## src/rtl/mux_rr_arbiter.sv

```systemverilog
// Round-robin arbiter that drives a Mux select with a registered valid/ready handshake.
// Optional packet lock (hold the grant until last) is enabled by defining MUX_RR_ARB_PKT_LOCK_EN.
module mux_rr_arbiter #(
  parameter int unsigned SIZE     = 3,
  parameter int unsigned CHANNELS = 2**SIZE
) (
  input  logic                clk,
  input  logic                reset,
  input  logic [CHANNELS-1:0] req,
  input  logic                last,
  input  logic                out_ready,
  output logic                out_valid,
  output logic [SIZE-1:0]     select,
  output logic [CHANNELS-1:0] grant
);

  if (CHANNELS != 2**SIZE) begin : g_bad_channels
    $error("mux_rr_arbiter: CHANNELS must equal 2**SIZE");
  end

  typedef enum logic {IDLE, GRANT} state_t;

  state_t              state_q, state_d;
  logic [SIZE-1:0]     ptr_q, ptr_d;
  logic [SIZE-1:0]     sel_q, sel_d;
  logic [CHANNELS-1:0] gnt_q, gnt_d;
  logic [SIZE-1:0]     base, win, idx;
  logic                found, any_req, lock_hold;

`ifdef MUX_RR_ARB_PKT_LOCK_EN
  assign lock_hold = ~last;
`else
  logic unused_last;
  assign unused_last = last;
  assign lock_hold   = 1'b0;
`endif

  assign any_req = |req;

  // In GRANT the scan starts just past the current winner, which is the
  // pointer value a handshake commits, so the current channel goes last.
  always_comb begin
    base  = (state_q == IDLE) ? ptr_q : sel_q + SIZE'(1);
    win   = '0;
    idx   = '0;
    found = 1'b0;
    for (int unsigned k = 0; k < CHANNELS; k++) begin
      idx = base + SIZE'(k);
      if (!found && req[idx]) begin
        found = 1'b1;
        win   = idx;
      end
    end
  end

  always_ff @(posedge clk or posedge reset) begin
    if (reset) begin
      state_q <= IDLE;
      ptr_q   <= '0;
      sel_q   <= '0;
      gnt_q   <= '0;
    end else begin
      state_q <= state_d;
      ptr_q   <= ptr_d;
      sel_q   <= sel_d;
      gnt_q   <= gnt_d;
    end
  end

  always_comb begin
    state_d = state_q;
    ptr_d   = ptr_q;
    sel_d   = sel_q;
    gnt_d   = gnt_q;
    case (state_q)
      IDLE: begin
        if (any_req) begin
          sel_d   = win;
          gnt_d   = CHANNELS'(1) << win;
          state_d = GRANT;
        end
      end
      GRANT: begin
        if (out_ready && !lock_hold) begin
          ptr_d = base;
          if (any_req) begin
            sel_d = win;
            gnt_d = CHANNELS'(1) << win;
          end else begin
            gnt_d   = '0;
            state_d = IDLE;
          end
        end
      end
      default: state_d = IDLE;
    endcase
  end

  always_comb begin
    out_valid = (state_q == GRANT);
    select    = sel_q;
    grant     = gnt_q;
  end

`ifndef SYNTHESIS
  always_ff @(posedge clk) begin
    if (!reset && state_q == IDLE)
      assert (!$isunknown(req)) else $error("mux_rr_arbiter: req unknown while idle");
  end
`endif

endmodule

```

## config.mk

```make
export PLATFORM = sky130hd
export DESIGN_NAME = mux_rr_arbiter
export DESIGN_NICKNAME = d
export VERILOG_FILES = /design/src/rtl/mux_rr_arbiter.sv
export SDC_FILE = /design/constraint.sdc
export NUM_CORES = 1
export LEC_CHECK = 0
export CORE_UTILIZATION = 45
export CTS_BUF_LIST = sky130_fd_sc_hd__clkbuf_16
export CTS_CLUSTER_DIAMETER = 100
export CTS_CLUSTER_SIZE = 16
export DETAILED_ROUTE_END_ITERATION = 8
export DONT_BUFFER_PORTS = 1
export GPL_ROUTABILITY_DRIVEN = 0
export PLACE_DENSITY = 0.71
export SYNTH_ARGS = -nofsm -noshare
export SYNTH_HDL_FRONTEND = slang
export SYNTH_SLANG_ARGS = --single-unit
```

## constraint.sdc

```tcl
create_clock -name clk -period 4.4 [get_ports clk]
set_clock_uncertainty 0.1 [all_clocks]
set_input_delay 1.32 -clock clk [delete_from_list [all_inputs] [get_ports clk]]
set_output_delay 1.32 -clock clk [all_outputs]
set_load 0.02 [all_outputs]
```

### Word-level counts from Yosys, hierarchy flattened

Cells that the tools add are included.

* equal/unequal tests: 2
* magnitude comparators: 8
* $add $sub $neg: 8
* shift-type cells: 1
* multiplexer cells: 42
* bitwise operators: 1
* reductions and logical operators: 17

Operators with widths (number)
* $mux W3: 11
* $lt A3 B4 Y1 const B: 8
* $bmux W1 S3: 8
* $mux W8: 3
* $mux W1: 17
* $pmux W8 S2: 1
* $add A3 B3 Y3 const B: 4
* $reduce_or A8 Y1: 1
* $shl A1 B3 Y8 const A: 1
* $logic_and A1 B1 Y1: 7
* $logic_not A1 Y1: 7
* $add A3 B1 Y3 const B: 2
* $add A3 B2 Y3 const B: 2
* $pmux W3 S2: 1
* $ne A2 B2 Y1 const B: 2
* $reduce_and A2 Y1: 2
* $pmux W1 S2: 1
* $not A1 Y1: 1

* input bits: 12
* bits in registers: 15

### Longest topological paths before layout

Gate-level depths: netlist (run 1).

* word-level depth: 30
* mapped depth: 15
* depth with buffers taken out: 13

### Worst setup path after synthesis (run 1)

Ideal clock, no wire load.

* kind: reg2reg
* start: reg sel_q[0] (netlist: select[0])
* end: reg gnt_q[5] (netlist: grant[5])
* arrival: 3683 ps
* period minus slack after synthesis: 3904 ps
* required time: 4178 ps
* cell stages (with the launch flop): 15
* path slack: 496 ps
* path through: dfrtp_1 > ha_1 > mux2_1 > buf_4 > inv_2 > ha_1 > clkbuf_1 > mux2_2 > o21ai_0 > mux2_2 > o211a_1 > o211ai_1 > a22o_1 > a211o_1 > a32o_1

* cells in the longest elaborated chain, start to end: 30

Ends and longest elaborated chain
* from (decl): line 25 `logic [SIZE-1:0] sel_q, sel_d;`
* from (signal assigned): line 65 `sel_q <= sel_d;`
* $add A3 B1 Y3 (*): line 43 `base = (state_q == IDLE) ? ptr_q : sel_q + SIZE'(1);`
* $mux W3 (*): line 43
* via base[1]: line 27 `logic [SIZE-1:0] base, win, idx;`
* branches (longest 23 deep; another with $add A3 B1 Y3)
* $mux W3 (*): line 49 `if (!found && req[idx]) begin`
* $shl A1 B3 Y8 (*): line 79, 88
* $mux W8: line 86 `if (any_req) begin`
* $mux W8: line 84 `if (out_ready && !lock_hold) begin`
* $pmux W8 S2 (*): line 75 `case (state_q)`
* to (signal assigned): line 66 `gnt_q <= gnt_d;`
* to (decl): line 26 `logic [CHANNELS-1:0] gnt_q, gnt_d;`

Mark *: on every way through the listed nets, which the timed path passes. The select of a mux whose other input is x is not followed.
A chain may end at the register's enable or synchronous reset.

### Final worst setup path (run 1)

* start: reg sel_q[1] (netlist: select[1])
* end: reg gnt_q[7] (netlist: grant[7])

* cells in the longest elaborated chain, start to end: 30

Ends and longest elaborated chain (line)
* $add A3 B1 Y3 (*): 43
* $mux W3 (*): 43
* branches (longest 23 deep; another with $add A3 B1 Y3)
* $mux W3 (*): 49
* $shl A1 B3 Y8 (*): 79, 88
* $mux W8: 86
* $mux W8: 84
* $pmux W8 S2 (*): 75

Every way passes the cells marked *. The select of a mux whose other input is x is not followed.

==> results.txt, run 1 <==
- Portion of the post-synthesis area used by sequential elements: 0.238
- In the routed design, unresolved DRC markers number 0.
* Number of H-tree branching levels: 1
- Ratio of final minimum period to clock period: 0.912
- Multi-input logic area: 1150 µm²
- After global routing the overflow that remains totals 0.
- Total number of yosys warnings: 0
- Leaving out fill and tap cells, the most frequent cell in the layout is sky130_fd_sc_hd__nand2_1.
* Register area: 375 µm²
- DR iter-0 viols: 72
- In this run the horizontal extent of the chip is 61.3 µm.
- The floorplan has 21 rows.
* Number of enable-type register cells in the synthesized netlist: 0
- Final hold slack: 0.403 ns
- The count of nets left with antenna violations once routing finished came out at 0.
- The number of setup buffers added after CTS is 0.
* Overall global routing resource usage: 0.223
- Arrival time at the worst endpoint: 4.04 ns
- Startpoint type of the worst setup path: flop
- CTS Buffer Depth: 2
* Minimum setup slack in the final design: 0.387 ns
* Number of gates resized after CTS: 0
* M1 GR Usage: 0.287
- Wire length of the first global-routing pass: 6.23 mm
* Number of buffer and inverter instances along the worst setup path: 1
- Counting flops and latches in the post-synthesis netlist gives 15.
* Clock transition at path regs: 0.05 ns
- After legalization and detailed placement, the total HPWL measured 2.91 mm.
- In the layout the commonest cells are sky130_fd_sc_hd__nand2_1, sky130_fd_sc_hd__dfrtp_1, sky130_fd_sc_hd__mux2i_1, sky130_fd_sc_hd__o21ai_0.
- Setup violations remaining at the end of the flow were counted as 0.
* Number of instances in the synthesized netlist: 170
- Total negative slack: 0 ns
* Transition time at the pin with the least slew margin: 0.921 ns
- OpenSTA, run right after detailed placement, puts the worst setup slack at 0.460 ns.
- The synthesized netlist occupies a cell area of 1580 µm².
* Clock tree from TritonCTS: yes
* Pre-antenna DRT Iters: 4
- Buffer type at the clock tree root: sky130_fd_sc_hd__clkbuf_16
- Vias per inst: 6.58
- The cell family contributing the most delay on the critical path is compound AO/OA/AOI/OAI gates.
- Maximum number of pins on one net before global-route repair: 16
- Number of violations of the max-capacitance limit: 0
* Effective utilization at floorplan: 0.470
- Dividing the detail-routed wire length by the instance count gives 17.4 µm.
* IO buf count: 0
- In this run, distinct cell masters in the synthesized netlist total 55.
* Ys flop type: sky130_fd_sc_hd__dfrtp_1
- Routed Wire Length: 3.80 mm
* Final worst path period need: 4.01 ns
- In this run the worst hold path is classified as reg -> reg.
* Rel. slew slack: 0.380
* Post-Synthesis Mean Instance Area: 9.30 µm²
- 24 I/O pins were placed.
* N_diodes: 0
- Initial antenna violation count: 0
- Counting every sink on the clock net gives 15.
* Signed area change from the synthesized netlist to the final layout: 8.47%
- After clock tree synthesis, the flow added hold-fix buffers numbering 0.
- For met2 alone, demand over resource in global routing was 0.370.
- Required time of the worst setup path: 4.43 ns
* Number of global-route vias before repair: 1,401
- Core region area: 3360 µm²
- Delay of the slowest cell on the worst path: 0.48 ns
- Along the worst path, the maximum fanout reaches 7.
- Synth async-reset ratio: 1.00
- The final count of hold timing violations is 0.
* Critical Path, Cell by Cell: ha_1 > mux2_1 > inv_2 > ha_1 > mux2i_1 > o21ai_0 > o21ai_0 > mux2i_1 > nor2b_1 > a31o_1 > a22o_1 > a211o_1 > a32o_1
- Net total in the final layout: 189
* Synthesized Nets: 185
- The die is 61.3 µm tall.
- In the final layout, the share of cells above drive strength 1 is 0.191.
- Status: finished clean
- The worst setup path is captured at a flop.
* Max-slew violation total from the final report: 0
* Routing usage on met3: 0.0420
* Most Used Layer, Global Route: met2
* Latest clock arrival within the worst-skew pair: 0.24 ns
- The worst setup path is of the reg -> reg kind.
- RSZ-0062 raised after global routing: no
- The final route contains 1,440 vias.
- Buffers inserted during clock tree synthesis total 3.
- Area enclosed by the die boundary: 3750 µm²
* Slowest stage cell on the critical path: sky130_fd_sc_hd__mux2i_1
- The layout has 328 filler cells.
- Peak clock frequency supported by timing: 249 MHz
metal layers:
| layer | vias to the layer above | share of wire |
|---|---|---|
| met2 | 60 | 0.50 |
| li1 | 677 | - |
| met1 | 692 | 0.43 |
| met5 | - | 0 |
| met4 | 0 | 0.028 |
| met3 | 11 | 0.051 |
sequential cells by signal (all words and copies together) (netlist names):
signal and flops:
grant 8, ptr_q 3, out_valid 1, select 3
through the flow:
stage          instances  instance area, µm²   util
6_report             219                1710  0.510
2_1_floorplan        170                1580      -
4_1_cts              219                1710  0.510
5_1_grt              219                1710  0.510
3_5_place_dp         215                1630  0.486
3_3_place_gp         215                1630  0.486
worst min-delay path: cells and delay by family, from the launching register on:
family           cells  cell delay, ns
AO/OA/AOI/OAI        1            0.07
flip-flops           1            0.34
AND/OR/NAND/NOR      1            0.05
cells in the mapped netlist, types with 2 or more instances:
cell | instances | area [µm²]
sky130_fd_sc_hd__o31ai_1 | 4 | 30.0
sky130_fd_sc_hd__inv_1 | 3 | 11.3
sky130_fd_sc_hd__nor2b_1 | 2 | 12.5
sky130_fd_sc_hd__mux2i_1 | 12 | 120
sky130_fd_sc_hd__a21o_1 | 4 | 30.0
sky130_fd_sc_hd__a32o_1 | 4 | 40.0
sky130_fd_sc_hd__mux2_2 | 7 | 78.8
sky130_fd_sc_hd__and3_1 | 2 | 12.5
sky130_fd_sc_hd__a22oi_1 | 2 | 15.0
sky130_fd_sc_hd__dfrtp_1 | 15 | 375
sky130_fd_sc_hd__ha_1 | 3 | 37.5
sky130_fd_sc_hd__nor2_1 | 11 | 41.3
sky130_fd_sc_hd__xnor2_1 | 3 | 26.3
sky130_fd_sc_hd__mux4_2 | 6 | 135
sky130_fd_sc_hd__a211o_1 | 3 | 26.3
sky130_fd_sc_hd__o21ai_0 | 12 | 60.1
sky130_fd_sc_hd__buf_4 | 2 | 15.0
sky130_fd_sc_hd__o211ai_1 | 2 | 15.0
sky130_fd_sc_hd__clkbuf_1 | 2 | 7.51
sky130_fd_sc_hd__nand2_1 | 17 | 63.8
sky130_fd_sc_hd__nand3_1 | 11 | 55.1
sky130_fd_sc_hd__nor4_1 | 2 | 12.5
sky130_fd_sc_hd__a21oi_1 | 3 | 15.0
sky130_fd_sc_hd__a211oi_2 | 2 | 25.0
sky130_fd_sc_hd__o22ai_1 | 4 | 25.0
sky130_fd_sc_hd__nand2b_1 | 3 | 18.8
cells by family (layout without fill, tap and decap cells):
family                     count (synthesis)  count (layout)  synth area share
and+or+nand+nor                           55              55             0.180
DFF                                       15              15             0.238
xor gates and xnor gates                   5               5            0.0325
AOI/OAI and AO/OA                         56              56             0.273
muxes                                     26              26             0.219
buffers and inverters                     10              13            0.0348
adders and majority gates                  3               3            0.0238
final cells by class:
class                      instances  share of cell area
multi-input combinational        145               0.671
sequential                        15               0.219
clock buffer                       3              0.0438
tap                               46              0.0336
timing repair buffer               4              0.0175
inverter                           5              0.0124
clock inverter                     1             0.00292
path summary, 6_finish.rpt:
path / startpoint / slack, ns / cells after the start / end
max: select[1]$_DFFE_PP0P_ / 0.39 / 13 / grant[7]$_DFFE_PP0P_
min: ptr_q[2]$_DFFE_PP0P_ / 0.40 / 2 / ptr_q[2]$_DFFE_PP0P_
max reg2reg: select[1]$_DFFE_PP0P_ / 0.39 / 13 / grant[7]$_DFFE_PP0P_
min reg2reg: ptr_q[2]$_DFFE_PP0P_ / 0.40 / 2 / ptr_q[2]$_DFFE_PP0P_
max in group asynchronous: reset / 2.91 / 1 / grant[1]$_DFFE_PP0P_
min in group asynchronous: reset / 0.92 / 1 / select[0]$_DFFE_PP0P_
Power of run 1 is left out: the tool's default activity adds up to more than one toggle a clock period on the data nets, which glitch-free logic cannot reach.
==> run 2: changes to the inputs <==
--- a/config.mk
+++ b/config.mk
@@ -16,3 +16,4 @@
 export SYNTH_ARGS = -nofsm -noshare
 export SYNTH_HDL_FRONTEND = slang
 export SYNTH_SLANG_ARGS = --single-unit
+export TNS_END_PERCENT = 5
==> results of run 2 <==
No change in the layout: final DEF, timing and power equal those of run 1.
Power of run 2 is left out for the same reason.
==> run 3: changes to the inputs <==
--- a/config.mk
+++ b/config.mk
@@ -13,6 +13,7 @@
 export DONT_BUFFER_PORTS = 1
 export GPL_ROUTABILITY_DRIVEN = 0
 export PLACE_DENSITY = 0.71
+export SETUP_SLACK_MARGIN = 0.02
 export SYNTH_ARGS = -nofsm -noshare
 export SYNTH_HDL_FRONTEND = slang
 export SYNTH_SLANG_ARGS = --single-unit
==> constraint.sdc (replaced) <==
create_clock -name clk -period 4.1 [get_ports clk]
set_clock_uncertainty 0.1 [all_clocks]
set_input_delay 1.23 -clock clk [delete_from_list [all_inputs] [get_ports clk]]
set_output_delay 1.23 -clock clk [all_outputs]
set_load 0.02 [all_outputs]
==> run 3 against run 2 <==
  * Via count fell by 0.83%
  * Count of clock-buffer cells in the layout did not move
  * Maximum frequency rose by 2.9%
  * Non-clock buffer count rose by 1
  * Register-to-register slack got worse by 0.19 ns
  * Die area did not move
  * Critical endpoint is now grant[5]$_DFFE_PP0P_
  * Final cell count rose by 0.46%
  * Global-route usage fell by 1.1 points
==> results.txt, run 3 (same netlist as run 1, synthesis figures left out) <==
- Buffer type at the clock tree root: sky130_fd_sc_hd__clkbuf_16 (unchanged)
* Required time of the worst setup path: 4.13 ns (was 4.43 ns)
- The routed length per instance was 16.9 µm (was 17.4 µm).
- Rel. slew slack: 0.336 (was 0.380)
* DR iter-0 viols: 61 (was 72)
* Initial antenna violation count: 0 (unchanged)
- Number of hold buffers added after cts: 0 (unchanged)
- Core region area: 3360 µm² (unchanged)
- Remaining routing DRC violations: 0 (unchanged)
- Final worst path period need: 3.90 ns (was 4.01 ns)
- Final number of hold-violating endpoints: 0 (unchanged)
- Total negative slack: 0 ns (unchanged)
* Max layer used: met4 (unchanged)
- Met1 wire length: 1.63 mm (was 1.62 mm)
- The die height was 61.3 µm (unchanged).
* Arrival time at the worst endpoint: 3.93 ns (was 4.04 ns)
- Overall global routing resource usage: 0.212 (was 0.223)
- Status: finished clean (unchanged).
* Net total in the final layout: 190 (was 189)
- The achievable clock frequency came to 256 MHz (was 249 MHz).
- The leftover overflow at the end of global routing is 0 (unchanged).
* Total vias in the final route: 1,428 (was 1,440)
- Number of H-tree branching levels: 1 (unchanged)
* Ports placed on the boundary: 24 (unchanged)
* Placement row count: 21 (unchanged)
- RSZ-0062 raised after global routing: no (unchanged)
- The effective utilization at floorplan came to 0.470 (unchanged).
- CTS Buffer Depth: 2 (unchanged)
- Number of global-route vias before repair: 1,274 (was 1,401)
- The count of maximum capacitance violations came to 0 (unchanged).
* Clock tree from TritonCTS: yes (unchanged)
- The area added between synthesis and finish came to 8.95% (was 8.47%).
* Worst slack at placement: 0.155 ns (was 0.460 ns)
* Wire length of the first global-routing pass: 5.98 mm (was 6.23 mm)
- The kind of capture point of the worst setup path is a flop (unchanged).
- Number of buffers created by CTS: 3 (unchanged)
- The biggest fanout along the worst timing path was 7 (unchanged).
- The area enclosed by the die boundary came to 3750 µm² (unchanged).
* Max-slew violation total from the final report: 0 (unchanged)
* Number of gates resized after CTS: 0 (unchanged)
* Dpl hpwl: 2.86 mm (was 2.91 mm)
- The worst setup slack after layout was 0.199 ns (was 0.387 ns).
- Vias per inst: 6.49 (was 6.58)
- The count of nets left with antenna violations after detail routing came to 0 (unchanged).
* Classification of the worst setup path: reg -> reg (unchanged)
* Transition time at the pin with the least slew margin: 0.986 ns (was 0.921 ns)
- The met3 routed wirelength came to 200 µm (was 192 µm).
* Routed Wire Length: 3.72 mm (was 3.80 mm)
- Total met2 wirelength after detailed routing: 1.85 mm (was 1.89 mm)
* N_diodes: 0 (unchanged)
* Most common library cell in the layout ignoring fill and taps: sky130_fd_sc_hd__nand2_1 (unchanged)
- Number of setup buffers added after CTS: 0 (unchanged)
- The maximum number of pins on one net before global-route repair came to 16 (unchanged).
- The number of sinks handled by clock tree synthesis is 15 (unchanged).
* Most frequent cells in the layout: sky130_fd_sc_hd__nand2_1, sky130_fd_sc_hd__dfrtp_1, sky130_fd_sc_hd__mux2i_1 (was sky130_fd_sc_hd__nand2_1, sky130_fd_sc_hd__dfrtp_1, sky130_fd_sc_hd__mux2i_1, sky130_fd_sc_hd__o21ai_0)
- Layout cells sized above 1: 0.195 (was 0.191)
- The count of final setup violators is 0 (unchanged).
* Die X: 61.3 µm (unchanged)
* IO buf count: 0 (unchanged)
- The clock slew seen by the registers of the worst setup and hold paths is 0.05 ns (about the same).
* Flip-flop count of the largest register, all copies and words added: 8 (unchanged)
- Ratio of final minimum period to clock period: 0.951 (was 0.912)
- The iteration count of the initial detailed-routing pass came to 4 (unchanged).
* Startpoint type of the worst setup path: flop (unchanged)
- Latest clock arrival within the worst-skew pair: 0.24 ns (about the same)
- The path class of the lowest-slack min-delay path is reg -> reg (unchanged).
[run 3: through the flow]
stage	hold WS, ns	std cells	cell area (µm²)	utilization
floorplan	0.351	170	1580	-
global placement	0.369	216	1640	0.488
detailed placement	0.380	216	1640	0.488
CTS	0.441	220	1720	0.512
global route	0.458	220	1720	0.512
finish	0.438	220	1720	0.512
[run 3: path summary, 6_finish.rpt]
| kind | from | end | slack [ns] | cells past startpoint |
|---|---|---|---|---|
| max in group asynchronous | reset | select[1]$_DFFE_PP0P_ | 2.70 | 1 |
| min | ptr_q[2]$_DFFE_PP0P_ | ptr_q[2]$_DFFE_PP0P_ | 0.44 | 2 |
| min reg2reg | ptr_q[2]$_DFFE_PP0P_ | ptr_q[2]$_DFFE_PP0P_ | 0.44 | 2 |
| max | select[0]$_DFFE_PP0P_ | grant[5]$_DFFE_PP0P_ | 0.20 | 12 |
| min in group asynchronous | reset | select[0]$_DFFE_PP0P_ | 0.83 | 1 |
| max reg2reg | select[0]$_DFFE_PP0P_ | grant[5]$_DFFE_PP0P_ | 0.20 | 12 |
[run 3: critical path, stage by stage, from the launching register on]
cell,delay [ns]
sky130_fd_sc_hd__dfrtp_1,0.45
sky130_fd_sc_hd__ha_1,0.37
sky130_fd_sc_hd__mux2_1,0.34
sky130_fd_sc_hd__inv_2,0.07
sky130_fd_sc_hd__ha_1,0.29
sky130_fd_sc_hd__mux2_2,0.37
sky130_fd_sc_hd__o21ai_0,0.28
sky130_fd_sc_hd__mux2_2,0.31
sky130_fd_sc_hd__o211a_1,0.26
sky130_fd_sc_hd__o211ai_1,0.11
sky130_fd_sc_hd__a22o_1,0.22
sky130_fd_sc_hd__a211o_1,0.35
sky130_fd_sc_hd__a32o_1,0.27
[run 3: final cells by class]
type                            instances  area (µm²)
Clock buffer                            3        75.1
Clock inverter                          1        5.00
Fill cell                             326        1640
Inverter                                5        21.3
Multi-Input combinational cell        145        1150
Sequential cell                        15         375
Tap cell                               46        57.6
Timing Repair Buffer                    5        37.5
[run 3: metal layers]
layer,up-vias,global-route usage
li1,674,-
met3,6,0.0273
met5,-,0
met2,51,0.359
met4,0,0.0325
met1,697,0.297
Power of run 3 is left out for the same reason.
